===== src/rtl/uart_pkg.sv =====
// Shared types and helpers for the configurable UART transmitter.
// Frame sequencing states, parity modes and data-length clamping live here.
package uart_pkg;

    typedef enum logic [2:0] {
        IDLE   = 3'd0,
        START  = 3'd1,
        DATA   = 3'd2,
        PARITY = 3'd3,
        STOP   = 3'd4
    } tx_state_e;

    typedef enum logic [1:0] {
        PAR_NONE  = 2'd0,
        PAR_EVEN  = 2'd1,
        PAR_ODD   = 2'd2,
        PAR_NONE2 = 2'd3
    } parity_e;

    localparam int MIN_DATA_WIDTH = 5;
    localparam int PAR_CALC_W     = 16;

    function automatic logic [3:0] clamp_len(input logic [3:0] len, input logic [3:0] max_len);
        if (len < 4'(MIN_DATA_WIDTH)) begin
            clamp_len = 4'(MIN_DATA_WIDTH);
        end else if (len > max_len) begin
            clamp_len = max_len;
        end else begin
            clamp_len = len;
        end
    endfunction

    // Bits above the frame length must already be zeroed by the caller.
    function automatic logic parity_bit(input logic [PAR_CALC_W-1:0] data, input parity_e mode);
        case (mode)
            PAR_EVEN: parity_bit = ^data;
            PAR_ODD:  parity_bit = ~(^data);
            default:  parity_bit = 1'b0;
        endcase
    endfunction

    function automatic logic parity_en(input parity_e mode);
        parity_en = (mode == PAR_EVEN) || (mode == PAR_ODD);
    endfunction

endpackage


===== src/rtl/wbit_fifo.sv =====
// Synchronous FIFO with registered read data (valid the cycle after rd_en_i).
// Writes while full and reads while empty are ignored.
module wbit_fifo #(
    parameter int DATA_WIDTH = 8,
    parameter int DEPTH      = 16
) (
    input  logic                  clk_i,
    input  logic                  rst_i,
    input  logic                  wr_en_i,
    input  logic [DATA_WIDTH-1:0] wr_data_i,
    input  logic                  rd_en_i,
    output logic [DATA_WIDTH-1:0] rd_data_o,
    output logic                  empty_o,
    output logic                  full_o
);

    localparam int AW = $clog2(DEPTH);

    logic [DATA_WIDTH-1:0] r_mem [DEPTH];
    logic [AW-1:0]         r_wr_ptr;
    logic [AW-1:0]         r_rd_ptr;
    logic [AW:0]           r_count;
    logic [DATA_WIDTH-1:0] r_rd_data;
    logic                  w_wr;
    logic                  w_rd;

    assign empty_o   = (r_count == (AW+1)'(0));
    assign full_o    = (r_count == (AW+1)'(DEPTH));
    assign w_wr      = wr_en_i && !full_o;
    assign w_rd      = rd_en_i && !empty_o;
    assign rd_data_o = r_rd_data;

    // Storage array write port.
    always_ff @(posedge clk_i) begin
        if (w_wr) begin
            r_mem[r_wr_ptr] <= wr_data_i;
        end
    end

    // Pointers, occupancy and registered read data.
    always_ff @(posedge clk_i or posedge rst_i) begin
        if (rst_i) begin
            r_wr_ptr  <= '0;
            r_rd_ptr  <= '0;
            r_count   <= '0;
            r_rd_data <= '0;
        end else begin
            if (w_wr) begin
                r_wr_ptr <= r_wr_ptr + AW'(1);
            end
            if (w_rd) begin
                r_rd_ptr  <= r_rd_ptr + AW'(1);
                r_rd_data <= r_mem[r_rd_ptr];
            end
            case ({w_wr, w_rd})
                2'b10:   r_count <= r_count + (AW+1)'(1);
                2'b01:   r_count <= r_count - (AW+1)'(1);
                default: r_count <= r_count;
            endcase
        end
    end

endmodule


===== src/rtl/uart_tx_cfg.sv =====
// FIFO-buffered UART transmitter with per-frame data length, parity and stop-bit selection.
// All serial outputs are registered, so the line lags the state register by one cycle.
module uart_tx_cfg #(
    parameter int MAX_DATA_WIDTH = 8,
    parameter int FIFO_DEPTH     = 16
) (
    input  logic                      clk_i,
    input  logic                      rst_i,
    input  logic [15:0]               baud_div_i,
    input  logic                      tx_en_i,
    input  logic                      tx_we_i,
    input  logic [MAX_DATA_WIDTH-1:0] din_i,
    input  logic [3:0]                data_len_i,
    input  logic [1:0]                parity_i,
    input  logic                      stop2_i,
    input  logic                      ovf_clr_i,
    output logic                      tx_o,
    output logic                      busy_o,
    output logic                      done_o,
    output logic                      empty_o,
    output logic                      full_o,
    output logic                      overflow_o
);

    import uart_pkg::*;

    tx_state_e                 r_state, w_state_nxt;
    logic [15:0]               r_baud_cnt, w_baud_cnt_nxt;
    logic [3:0]                r_bit_cnt, w_bit_cnt_nxt;
    logic [MAX_DATA_WIDTH-1:0] r_shift, w_shift_nxt;
    logic [3:0]                r_len, w_len_nxt;
    parity_e                   r_par, w_par_nxt;
    logic                      r_stop2, w_stop2_nxt;
    logic                      r_par_bit, w_par_bit_nxt;
    logic                      r_tx, r_busy, r_done, r_ovf;
    logic                      w_tx, w_done, w_ovf_nxt, w_rd_en, w_push;
    logic [15:0]               w_div_eff;
    logic                      w_bit_end;
    logic [3:0]                w_len_cfg;
    parity_e                   w_par_cfg;
    logic [MAX_DATA_WIDTH-1:0] w_rd_data, w_masked;
    logic                      w_fifo_empty, w_fifo_full;

    assign w_div_eff  = (baud_div_i > 16'd1) ? baud_div_i : 16'd1;
    assign w_bit_end  = (r_baud_cnt >= (w_div_eff - 16'd1));
    assign w_len_cfg  = clamp_len(data_len_i, 4'(MAX_DATA_WIDTH));
    assign w_par_cfg  = parity_e'(parity_i);
    assign w_push     = tx_we_i && !w_fifo_full;

    assign tx_o       = r_tx;
    assign busy_o     = r_busy;
    assign done_o     = r_done;
    assign overflow_o = r_ovf;
    assign empty_o    = w_fifo_empty;
    assign full_o     = w_fifo_full;

    wbit_fifo #(
        .DATA_WIDTH (MAX_DATA_WIDTH),
        .DEPTH      (FIFO_DEPTH)
    ) u_fifo (
        .clk_i     (clk_i),
        .rst_i     (rst_i),
        .wr_en_i   (w_push),
        .wr_data_i (din_i),
        .rd_en_i   (w_rd_en),
        .rd_data_o (w_rd_data),
        .empty_o   (w_fifo_empty),
        .full_o    (w_fifo_full)
    );

    // Frame sequencing: next state, counters, frame config capture and line value.
    always_comb begin
        w_state_nxt    = r_state;
        w_bit_cnt_nxt  = r_bit_cnt;
        w_shift_nxt    = r_shift;
        w_len_nxt      = r_len;
        w_par_nxt      = r_par;
        w_stop2_nxt    = r_stop2;
        w_par_bit_nxt  = r_par_bit;
        w_rd_en        = 1'b0;
        w_tx           = 1'b1;
        w_done         = 1'b0;
        w_baud_cnt_nxt = 16'd0;
        w_masked       = '0;
        for (int i = 0; i < MAX_DATA_WIDTH; i++) begin
            w_masked[i] = (4'(i) < w_len_cfg) ? w_rd_data[i] : 1'b0;
        end

        if (r_state == IDLE) begin
            w_baud_cnt_nxt = 16'd0;
        end else if (w_bit_end) begin
            w_baud_cnt_nxt = 16'd0;
        end else begin
            w_baud_cnt_nxt = r_baud_cnt + 16'd1;
        end

        // An overflow set wins over a clear in the same cycle.
        if (tx_we_i && w_fifo_full) begin
            w_ovf_nxt = 1'b1;
        end else if (ovf_clr_i) begin
            w_ovf_nxt = 1'b0;
        end else begin
            w_ovf_nxt = r_ovf;
        end

        case (r_state)
            IDLE: begin
                w_tx = 1'b1;
                if (tx_en_i && !w_fifo_empty) begin
                    w_rd_en       = 1'b1;
                    w_bit_cnt_nxt = 4'd0;
                    w_state_nxt   = START;
                end else begin
                    w_state_nxt   = IDLE;
                end
            end
            START: begin
                w_tx = 1'b0;
                if (r_baud_cnt == 16'd0) begin
                    w_shift_nxt   = w_masked;
                    w_len_nxt     = w_len_cfg;
                    w_par_nxt     = w_par_cfg;
                    w_stop2_nxt   = stop2_i;
                    w_par_bit_nxt = parity_bit({{(PAR_CALC_W-MAX_DATA_WIDTH){1'b0}}, w_masked}, w_par_cfg);
                end else begin
                    w_shift_nxt   = r_shift;
                end
                if (w_bit_end) begin
                    w_bit_cnt_nxt = 4'd0;
                    w_state_nxt   = DATA;
                end else begin
                    w_state_nxt   = START;
                end
            end
            DATA: begin
                w_tx = r_shift[0];
                if (w_bit_end) begin
                    w_shift_nxt = {1'b0, r_shift[MAX_DATA_WIDTH-1:1]};
                    if (r_bit_cnt == (r_len - 4'd1)) begin
                        w_bit_cnt_nxt = 4'd0;
                        w_state_nxt   = parity_en(r_par) ? PARITY : STOP;
                    end else begin
                        w_bit_cnt_nxt = r_bit_cnt + 4'd1;
                    end
                end else begin
                    w_state_nxt = DATA;
                end
            end
            PARITY: begin
                w_tx = r_par_bit;
                if (w_bit_end) begin
                    w_bit_cnt_nxt = 4'd0;
                    w_state_nxt   = STOP;
                end else begin
                    w_state_nxt   = PARITY;
                end
            end
            STOP: begin
                w_tx = 1'b1;
                if (w_bit_end) begin
                    if (r_bit_cnt == {3'b000, r_stop2}) begin
                        w_done        = 1'b1;
                        w_bit_cnt_nxt = 4'd0;
                        if (tx_en_i && !w_fifo_empty) begin
                            w_rd_en     = 1'b1;
                            w_state_nxt = START;
                        end else begin
                            w_state_nxt = IDLE;
                        end
                    end else begin
                        w_bit_cnt_nxt = r_bit_cnt + 4'd1;
                    end
                end else begin
                    w_state_nxt = STOP;
                end
            end
            default: begin
                w_tx        = 1'b1;
                w_state_nxt = IDLE;
            end
        endcase
    end

    // State, counters, frame config and registered outputs.
    always_ff @(posedge clk_i or posedge rst_i) begin
        if (rst_i) begin
            r_state    <= IDLE;
            r_baud_cnt <= 16'd0;
            r_bit_cnt  <= 4'd0;
            r_shift    <= '0;
            r_len      <= 4'(MIN_DATA_WIDTH);
            r_par      <= PAR_NONE;
            r_stop2    <= 1'b0;
            r_par_bit  <= 1'b0;
            r_tx       <= 1'b1;
            r_busy     <= 1'b0;
            r_done     <= 1'b0;
            r_ovf      <= 1'b0;
        end else begin
            r_state    <= w_state_nxt;
            r_baud_cnt <= w_baud_cnt_nxt;
            r_bit_cnt  <= w_bit_cnt_nxt;
            r_shift    <= w_shift_nxt;
            r_len      <= w_len_nxt;
            r_par      <= w_par_nxt;
            r_stop2    <= w_stop2_nxt;
            r_par_bit  <= w_par_bit_nxt;
            r_tx       <= w_tx;
            r_busy     <= (r_state != IDLE);
            r_done     <= w_done;
            r_ovf      <= w_ovf_nxt;
        end
    end

endmodule


===== config.mk =====
export PLATFORM = sky130hd
export DESIGN_NAME = uart_tx_cfg
export DESIGN_NICKNAME = d
export VERILOG_FILES = /design/src/rtl/uart_pkg.sv /design/src/rtl/wbit_fifo.sv /design/src/rtl/uart_tx_cfg.sv
export SDC_FILE = /design/constraint.sdc
export NUM_CORES = 1
export LEC_CHECK = 0
export BUFFER_PORTS_ARGS = -buffer_cell sky130_fd_sc_hd__buf_2
export CORE_ASPECT_RATIO = 1.25
export CORE_MARGIN = 3
export CORE_UTILIZATION = 25
export DETAILED_ROUTE_END_ITERATION = 10
export PLACE_DENSITY = 0.46
export SYNTH_ARGS = -nofsm -noshare
export SYNTH_HDL_FRONTEND = slang
export SYNTH_SLANG_ARGS = --single-unit
export TNS_END_PERCENT = 100

===== constraint.sdc =====
create_clock -name clk_i -period 5.5 [get_ports clk_i]
set_input_delay 0.55 -clock clk_i [delete_from_list [all_inputs] [get_ports clk_i]]
set_output_delay 0.55 -clock clk_i [all_outputs]
set_load 0.03 [all_outputs]

---- Word-level counts from Yosys, hierarchy flattened ----
Memory sizes are Yosys's and may differ from the RTL's. A register that Yosys moved wholly into a read port is not among the register bits.
Cells that the tools add are included.
storage, ports and cells
  register bits ........................... 56
  bits in latches ......................... 0
  memory bits (writable) .................. 128
  memory bits (read-only) ................. 0
  bits of input ports ..................... 36
  output and inout bits ................... 6
  memories ................................ 1
memory list
  name          words  width  rd ports  clocked after Yosys merged registers in  wr ports  RTL line         text
  u_fifo.r_mem  16     8      1         1                                        1         wbit_fifo.sv:19  logic [DATA_WIDTH-1:0] r_mem [DEPTH];
operators by class
  $add $sub $neg .......................... 8
  multipliers ............................. 0
  divide/modulo/power cells ............... 0
  magnitude comparators ................... 12
  eq/ne operators ......................... 20
  shift operators ......................... 0
  mux-type cells .......................... 46
  bitwise operators ....................... 1
  reduce and logical (&&, ||, !) cells .... 22
operators by type and width
  kind                                                                               number
  16-bit 2-to-1 mux                                                                  3
  4-bit 2-to-1 mux                                                                   8
  1-bit 2-to-1 mux                                                                   19
  3-bit 2-to-1 mux                                                                   6
  16-bit by 1-bit adder with 16-bit output (second input constant)                   1
  16-bit >= comparator                                                               1
  16-bit by 1-bit greater-than comparator with 1-bit output (second input constant)  1
  16-bit zero test                                                                   1
  3-bit by 4-bit less-than comparator with 1-bit output (first input constant)       4
  8-bit 2-to-1 mux                                                                   2
  4-bit one-hot mux with 4 select lines                                              1
  8-bit one-hot mux with 2 select lines                                              1
  16-bit parity                                                                      1
  16-bit by 1-bit subtractor with 16-bit output (second input constant)              1
  3-bit one-hot mux with 5 select lines                                              1
  4-bit by 1-bit adder with 4-bit output (second input constant)                     3
  5-bit one-hot mux with 2 select lines                                              1
  1-bit by 4-bit less-than comparator with 1-bit output (first input constant)       2
  2-bit by 4-bit less-than comparator with 1-bit output (first input constant)       2
  2-bit by 1-bit == test with 1-bit output (second input constant)                   3
  2-bit == test (second input constant)                                              3
  3-bit by 2-bit == test with 1-bit output (second input constant)                   2
  2-bit inequality test (second input constant)                                      3
  3-bit inequality test (second input constant)                                      2
  other kinds (27)                                                                   37

---- Logic depth before layout (Yosys ltp) ----
Gate-level depths: netlist of run 1.
  depth after elaboration ................. 10
  mapped depth ............................ 27
  mapped depth without buffers ............ 26

---- Cells and area by module ----
Synthesis of run 1 repeated with hierarchy kept, for this count alone.
second synthesis, totals
  cells, all modules ...................... 639
  area, all modules ....................... 8817.2 µm²
by module, submodules not included
  module       instances  cells an instance  area each (µm²)  seq. area each (µm²)
  wbit_fifo    1          317                5940.7           4369.2
  uart_tx_cfg  1          322                2876.5           1079.8

---- Least setup slack after synthesis of run 1 ----
OpenSTA, ideal clock, no wires.
  kind .................................... input port to flip-flop
  start point ............................. input port baud_div_i[8]
  end point ............................... register u_fifo.r_count[4]
  library setup time ...................... 0.125 ns
  arrival time ............................ 4.953 ns
  slack ................................... 0.421 ns
  cell stages on the path ................. 27
  buffers on the path ..................... 1
  path through ............................ nor4_1 -> nor2b_1 -> and3_1 -> a21oi_1 -> ha_1 -> nand2b_1 -> nor4_1 -> nand2_1 -> nor3_1 -> xnor2_1 -> ha_1 -> nand4_1 -> or3_4 -> a2111oi_4 -> or4_1 -> nand2_1 -> inv_1 -> buf_6 -> ha_1 -> inv_1 -> fa_1 -> inv_1 -> a21o_1 -> a21oi_1 -> xnor2_1 -> nor2_1 -> xor2_1
on the way
  cells in the longest elaborated chain, start to end .. 9
  elaborated cells on any way between the ends .. 11
  those cells by class .................... add/sub (1); order compare (2); eq/ne (2); mux (4); reduce/logical (2)
RTL lines
  what                                                                                RTL line            text
  start, declared                                                                     uart_tx_cfg.sv:9    input logic [15:0] baud_div_i,
  16-bit by 1-bit greater-than comparator with 1-bit output                           uart_tx_cfg.sv:44   assign w_div_eff = (baud_div_i > 16'd1) ? baud_div_i : 16'd1;
  16-bit 2-to-1 mux *                                                                 uart_tx_cfg.sv:44
  16-bit by 1-bit subtractor with 16-bit output *                                     uart_tx_cfg.sv:45   assign w_bit_end = (r_baud_cnt >= (w_div_eff - 16'd1));
  16-bit >= comparator *                                                              uart_tx_cfg.sv:45
  1-bit 2-to-1 mux *                                                                  uart_tx_cfg.sv:160  if (w_bit_end) begin
  1-bit one-hot mux with 2 select lines *                                             uart_tx_cfg.sv:106  case (r_state)
  1-bit logical AND *                                                                 wbit_fifo.sv:30     assign w_rd = rd_en_i && !empty_o;
  net u_fifo.w_rd                                                                     wbit_fifo.sv:25     logic w_rd;
  2-bit by 1-bit == test with 1-bit output / 2-bit == test (equally long branches)    wbit_fifo.sv:55     case ({w_wr, w_rd})
  5-bit one-hot mux with 2 select lines / 2-bit nonzero test (equally long branches)  n/a
  end signal, assigned                                                                wbit_fifo.sv:56     2'b10: r_count <= r_count + (AW+1)'(1);
  end signal, assigned                                                                wbit_fifo.sv:57     2'b01: r_count <= r_count - (AW+1)'(1);
  end signal, assigned                                                                wbit_fifo.sv:58     default: r_count <= r_count;
  end, declared                                                                       wbit_fifo.sv:22     logic [AW:0] r_count;
Mark *: on every way through the listed nets, which the timed path passes. The rest lies on a longest branch.
A chain may end at the register's enable or synchronous reset.

---- Worst setup path after layout of run 1 ----
  start point ............................. input port baud_div_i[7]
  end point ............................... register u_fifo.r_count[4]
on the way
  cells in the longest elaborated chain, start to end .. 9
  elaborated cells on any way between the ends .. 11
  those cells by class .................... add/sub (1); order compare (2); eq/ne (2); mux (4); reduce/logical (2)
RTL lines
  what                                                                                RTL line
  16-bit by 1-bit greater-than comparator with 1-bit output                           uart_tx_cfg.sv:44
  16-bit 2-to-1 mux *                                                                 uart_tx_cfg.sv:44
  16-bit by 1-bit subtractor with 16-bit output *                                     uart_tx_cfg.sv:45
  16-bit >= comparator *                                                              uart_tx_cfg.sv:45
  1-bit 2-to-1 mux *                                                                  uart_tx_cfg.sv:160
  1-bit one-hot mux with 2 select lines *                                             uart_tx_cfg.sv:106
  1-bit logical AND *                                                                 wbit_fifo.sv:30
  2-bit by 1-bit == test with 1-bit output / 2-bit == test (equally long branches)    wbit_fifo.sv:55
  5-bit one-hot mux with 2 select lines / 2-bit nonzero test (equally long branches)  n/a
Mark *: on every way between the ends. The rest lies on a longest branch, timed or not.

==> results.txt, run 1 <==
status: finished, final reports clean
CP Data Required Time: 5.82 ns
global route total overflow: 0
die area: 0.0375 sq mm
Synth Instances: 606
ys async rst share: 33.3%
WHS Path Cells: 3
clk_skew: 0.0172 ns
final setup violation count: 0
Leak Pwr: 3.76 nW
Worst R2R Start: r_baud_cnt[0]
Worst-Margin Slew: 0.891 ns
Max Cap Violations: 0
CTS tree: done
io pins: 42
Worst EP arrival: 5.25 ns
GRT Total Usage: 9.83%
DR pass1 iterations: 4
share of cells above drive strength 1: 22.3%
Row Count: 76
hold path endpoint: r_stop2
switch share: 32.8%
DR WL/cell: 15.4 microns
Post-CTS Resized: 0
worst reg2reg path depth: 17
syn nets: 673
Mapped Area: 0.00879 sq mm
critical-path maximum fanout: 4
Startpoint Class: input port
DRC Markers: 0
Synth cell types: 52
die width: 174 microns
Vias: 4917
hold slack: 0.320 ns
hold path startpoint: stop2_i
Logic pwr share: 29.6%
FF-to-FF End: u_fifo.r_count[4]
Psw: 1.50 mW
hold_buf cts: 0
TNS Setup: 0 ns
first-pass GRT wire length: 29.0 mm
Crit Path Category: in2reg
Setup Buffers After CTS: 0
H-tree Lvls: 4
maximum VDD drop: 0.174 mV
RSZ-0062 raised after global routing: false
clock buffer depth: 2
placed cell count: 1109
Seq pwr share: 44.0%
core area: 0.0346 sq mm
Yosys reg bits: 192
Slew HR: 40.6%
Buffers on Ports: 41
Clock transition at path regs: 0.07 ns
sequential area share after synthesis: 62.0%
syn_area_per_cell: 14.5 sq um
flop2flop setup slack: 1.85 ns
Clock Power Share: 26.3%
Diodes inserted: 0
Final Worst Setup Slack: 0.566 ns
clock latency on the worst-skew pair: 0.44 ns
Initial Utilization: 25.4%
gpl congestion: 0.761
Tmin final: 4.93 ns
DP HPWL: 12.6 mm
pre-CTS setup slack: -0.132 ns
Final #Nets: 727
# fillers: 3515
final period utilization: 89.7%
DR iter-0 viols: 241
drt total wl: 17.6 mm
Max Fclk: 203 MHz
Root Driver: clkbuf_16
largest net degree at the start of global routing: 65
Finished Layout Cells: 1141
Internal Pwr Total: 3.07 mW
Power Density: 449 mW/mm^2
initial antenna violation count: 0
via-per-instance ratio: 4.31
Die Height: 216 microns
Synth Flop Type: edfxtp_1
CTS Sinks: 192
Slew Viols, Final: 0
post-detailed-route count of antenna-violating nets: 0
final hold violation count: 0
Inserted Clock Buffers: 17
Layout area overhead: 15.7%
critical path capture point type: flip-flop
vias in the first global route: 5101
number of enable flip-flop cells after synthesis: 128
worst min path class: in2reg
yosys warns: 0
worst max path at each step:
stage,from,cells after the start,slack (ns),to
final,baud_div_i[7],27,0.57,u_fifo.r_count[4]
after global routing,baud_div_i[7],27,0.08,u_fifo.r_count[4]
after CTS,baud_div_i[7],27,0.30,u_fifo.r_count[4]
after detailed placement,baud_div_i[7],27,-0.13,u_fifo.r_count[4]
after global placement,baud_div_i[7],27,-0.04,u_fifo.r_count[4]
after floorplan,baud_div_i[8],27,0.42,u_fifo.r_count[4]
layout make-up:
type,instances,area (sq um),area share [%]
flip-flops and latches,192,5450,53.6
multi-input cells,374,3190,31.3
well taps,468,586,5.76
clock buffers,18,429,4.22
repair buffers,54,303,2.98
clock inverters,14,139,1.37
inverters,21,78.8,0.775
flip-flops by register name, summed over array words and instances, names as in the netlist, 2 cells and up:
register	cells
u_fifo.r_mem	128
r_baud_cnt	16
r_shift	8
u_fifo.rd_data_o	8
u_fifo.r_count	5
r_bit_cnt	4
r_len	4
u_fifo.r_rd_ptr	4
u_fifo.r_wr_ptr	4
r_state	3
r_par	2
cell usage after synthesis (2+ instances only):
cell	number	area (sq um)
or2_2	2	12.5
nor4_1	7	43.8
nand4_1	5	31.3
a2111oi_4	2	55.1
buf_1	4	15.0
nor3_1	12	60.1
dfrtp_1	61	1530
o21ai_0	16	80.1
or4_1	6	45.0
mux4_2	40	901
a21o_1	4	30.0
mux2_2	9	101
nand2_1	45	169
xor2_1	21	184
or3_1	6	37.5
a31oi_2	2	25.0
o21a_1	2	15.0
nor2b_1	4	25.0
nand3_1	19	95.1
nand2b_1	7	43.8
a21oi_1	13	65.1
inv_1	21	78.8
edfxtp_1	128	3840
buf_2	3	15.0
and3_1	9	56.3
xnor2_1	32	280
o22ai_1	7	43.8
clkbuf_1	11	41.3
dfstp_2	3	78.8
ha_1	30	375
nor2_1	54	203
cells in the final DEF, fill, tap and decap left out, types with 13 or more instances in the layout:
master	instances
ha_1	30
edfxtp_1	128
nand2_1	45
xnor2_1	32
clkbuf_16	17
buf_2	41
o21ai_0	16
nand3_1	19
xor2_1	21
mux4_2	40
inv_1	20
dfrtp_1	60
nor2_1	54
a21oi_1	13
buf_4	13
worst max-delay path: stages:
cell and delay, ns:
buf_2 0.12, nor4_1 0.06, nor2b_1 0.15, and3_1 0.19, a21oi_1 0.20, ha_1 0.22, nand2b_1 0.09, nor4_2 0.33
nand2_1 0.16, nor3_1 0.22, xnor2_1 0.16, ha_1 0.25, nand4_1 0.12, o21bai_1 0.10, or2_2 0.28, or4_1 0.51
nand2_1 0.16, inv_1 0.08, ha_1 0.25, inv_1 0.11, fa_1 0.21, inv_1 0.05, a21o_1 0.17, a21oi_1 0.17
xnor2_1 0.14, nor2_1 0.06, xor2_1 0.14
power groups by stage:
stage / Clock (mW) / Combinational (mW) / Sequential [mW]
final: 1.20 / 1.35 / 2.01
after detailed placement: 0 / 1.39 / 2.05
after CTS: 1.25 / 1.39 / 2.02
after global placement: 0 / 1.38 / 2.05
after global routing: 1.30 / 1.53 / 2.05
after floorplan: 0 / 1.10 / 1.96
metrics by stage:
| stage | util (%) | cell area, sq um | power [mW] |
|---|---|---|---|
| 6_report | 29.4 | 10200 | 4.57 |
| 5_1_grt | 29.4 | 10200 | 4.88 |
| 4_1_cts | 29.4 | 10200 | 4.66 |
| 3_5_place_dp | 27.7 | 9600 | 3.43 |
| 3_3_place_gp | 27.7 | 9600 | 3.42 |
| 2_1_floorplan | - | 8790 | 3.06 |
layer usage:
layer / track usage, % / wire length [microns]
met1: 12.6 / 7840
met3: 1.74 / 481
met2: 17.0 / 9050
met5: 0 / 0
met4: 2.98 / 238
cell families (layout without fill, tap and decap cells):
| group | count (synthesis) | count (layout) | synth area share, % |
|---|---|---|---|
| AO/OA/AOI/OAI | 57 | 57 | 4.80 |
| buffers and inverters | 40 | 107 | 1.84 |
| XOR/XNOR | 53 | 53 | 5.28 |
| multiplexers | 50 | 50 | 11.5 |
| flip-flops | 192 | 192 | 62.0 |
| adder cells (fa/ha/maj) | 31 | 31 | 4.50 |
| AND/OR/NAND/NOR | 183 | 183 | 10.1 |
No activity file was read; power rests on OpenSTA's default activity.
==> run 2, diff against run 1 <==
--- a/config.mk
+++ b/config.mk
@@ -5,7 +5,7 @@
 export SDC_FILE = /design/constraint.sdc
 export NUM_CORES = 1
 export LEC_CHECK = 0
-export BUFFER_PORTS_ARGS = -buffer_cell sky130_fd_sc_hd__buf_2
+export BUFFER_PORTS_ARGS = -buffer_cell sky130_fd_sc_hd__buf_4
 export CORE_ASPECT_RATIO = 1.25
 export CORE_MARGIN = 3
 export CORE_UTILIZATION = 25
==> run 2 against run 1 <==
  * Core utilization rose by 0.43 points
  * Fmax grew 1.7%
  * First-iteration DRC count rose by 2.1%
  * Via count is 0.24% lower
  * Critical path type unchanged
  * Critical endpoint unchanged
  * Highest routed layer unchanged
==> results.txt, run 2 (same netlist as run 1, synthesis figures left out) <==
share of cells above drive strength 1: 22.6%
Power Density: 449 mW/mm^2
Final #Nets: 728
clock buffer depth: 2
global route total overflow: 0
max reg flops: 128
multi-input logic area: 0.00319 sq mm
io pins: 42
Worst R2R Start: r_baud_cnt[0]
Slew Viols, Final: 0
placed cell count: 1110
status: finished, final reports clean
first-pass GRT wire length: 29.0 mm
DR WL/cell: 15.5 microns
Leak Pwr: 3.82 nW
final setup violation count: 0
biggest regs: u_fifo.r_mem: 128 flops, r_baud_cnt: 16 flops
final hold violation count: 0
Worst-Margin Slew: 0.812 ns
gpl congestion: 0.751
initial antenna violation count: 0
DR iter-0 viols: 246
Tmin final: 4.85 ns
DRC Markers: 0
clock latency on the worst-skew pair: 0.43 ns
maximum VDD drop: 0.168 mV
Layout area overhead: 17.4%
critical-path maximum fanout: 5
Root Driver: clkbuf_16
Most flops, register: u_fifo.r_mem
Clock transition at path regs: 0.08 ns
worst min path class: in2async
Finished Cell Area: 0.0103 sq mm
Max Fclk: 206 MHz
# fillers: 3533
Worst EP arrival: 5.17 ns
drt total wl: 17.7 mm
GRT Total Usage: 9.81%
worst reg2reg path depth: 17
FF+latch area: 0.00545 sq mm
commonest non-fill, non-tap cells in the layout: edfxtp_1, dfrtp_1, buf_4, nor2_1, nand2_1
flop2flop setup slack: 1.89 ns
via-per-instance ratio: 4.30
Buffers on Ports: 41
Vias: 4905
Startpoint Class: input port
DR pass1 iterations: 5
H-tree Lvls: 4
Diodes inserted: 0
Final Worst Setup Slack: 0.650 ns
Layout Utilization: 29.8%
critical path capture point type: flip-flop
worst setup path endpoint: u_fifo.r_count[4]
RSZ-0062 raised after global routing: false
die area: 0.0375 sq mm
Placement Cell Area: 0.00971 sq mm
final period utilization: 88.2%
FF-to-FF End: u_fifo.r_count[4]
pre-CTS setup slack: -0.0329 ns
CTS Sinks: 192
Finished Layout Cells: 1142
CP Data Required Time: 5.82 ns
Row Count: 76
die width: 174 microns
Max Cap Violations: 0
post-detailed-route count of antenna-violating nets: 0
Slew HR: 45.7%
Inserted Clock Buffers: 17
DP HPWL: 12.6 mm
vias in the first global route: 5207
crit path from: baud_div_i[6]
core area: 0.0346 sq mm
Initial Utilization: 25.4%
Die Height: 216 microns
CTS tree: done
commonest non-fill, non-tap cell in the layout: edfxtp_1
clk_skew: 0.0138 ns
largest net degree at the start of global routing: 40
Crit Path Category: in2reg
## run 2: layer usage
metal | GRT usage [%] | vias to the layer above | share of wire [%]
met5 | 0 | - | 0
met4 | 2.90 | 0 | 1.7
met3 | 2.34 | 22 | 3.2
met2 | 16.9 | 83 | 51
met1 | 12.3 | 2413 | 44
li1 | - | 2387 | -
## run 2: worst min-delay path by stage
stage / to / slack [ns] / cells after the start
after floorplan: r_par_bit / 0.45 / 2
after global placement: r_par[1] / 0.47 / 2
after detailed placement: r_par[1] / 0.48 / 2
after CTS: busy_o / 0.19 / 2
after global routing: overflow_o / 0.21 / 2
final: busy_o / 0.17 / 2
## run 2: cell type report
type	instances	area share (%)
sequential	192	52.8
multi-input combinational	374	30.9
tap	468	5.67
clock buffer	17	4.12
timing repair buffer	55	4.00
clock inverter	15	1.77
inverter	21	0.764
## run 2: critical path: stages
cell      delay (ns)
buf_4           0.11
nor4_1          0.06
nor2b_1         0.15
and3_1          0.19
a21oi_1         0.19
ha_1            0.22
nand2b_1        0.09
nor4_2          0.32
nand2_1         0.17
nor3_1          0.21
xnor2_1         0.16
ha_1            0.25
nand4_1         0.11
o21bai_1        0.10
or2_2           0.28
or4_1           0.52
nand2_1         0.10
inv_1           0.07
ha_1            0.24
inv_1           0.13
fa_1            0.22
inv_1           0.05
a21o_1          0.17
a21oi_1         0.18
xnor2_1         0.14
nor2_1          0.06
xor2_1          0.14
## run 2: power by group
part           internal [mW]  switching, mW  leakage, nW
combinational          0.673          0.711         1.56
sequential              1.81          0.176         1.96
clock                  0.625          0.635        0.294
total                   3.11           1.52         3.82
## run 2: what timing repair did
item | CTS | global route
resized for setup | 0 | 1
hold buffers | 0 | 0
setup buffers | 0 | 0
setup endpoints to repair | 0 | 1
## run 2: through the flow
step / setup TNS [ns] / power [mW] / hold slack [ns]
floorplan: 0 / 3.06 / 0.451
global placement: 0 / 3.44 / 0.474
detailed placement: -0.0329 / 3.45 / 0.477
CTS: 0 / 4.73 / 0.192
global route: 0 / 4.95 / 0.207
finish: 0 / 4.63 / 0.170
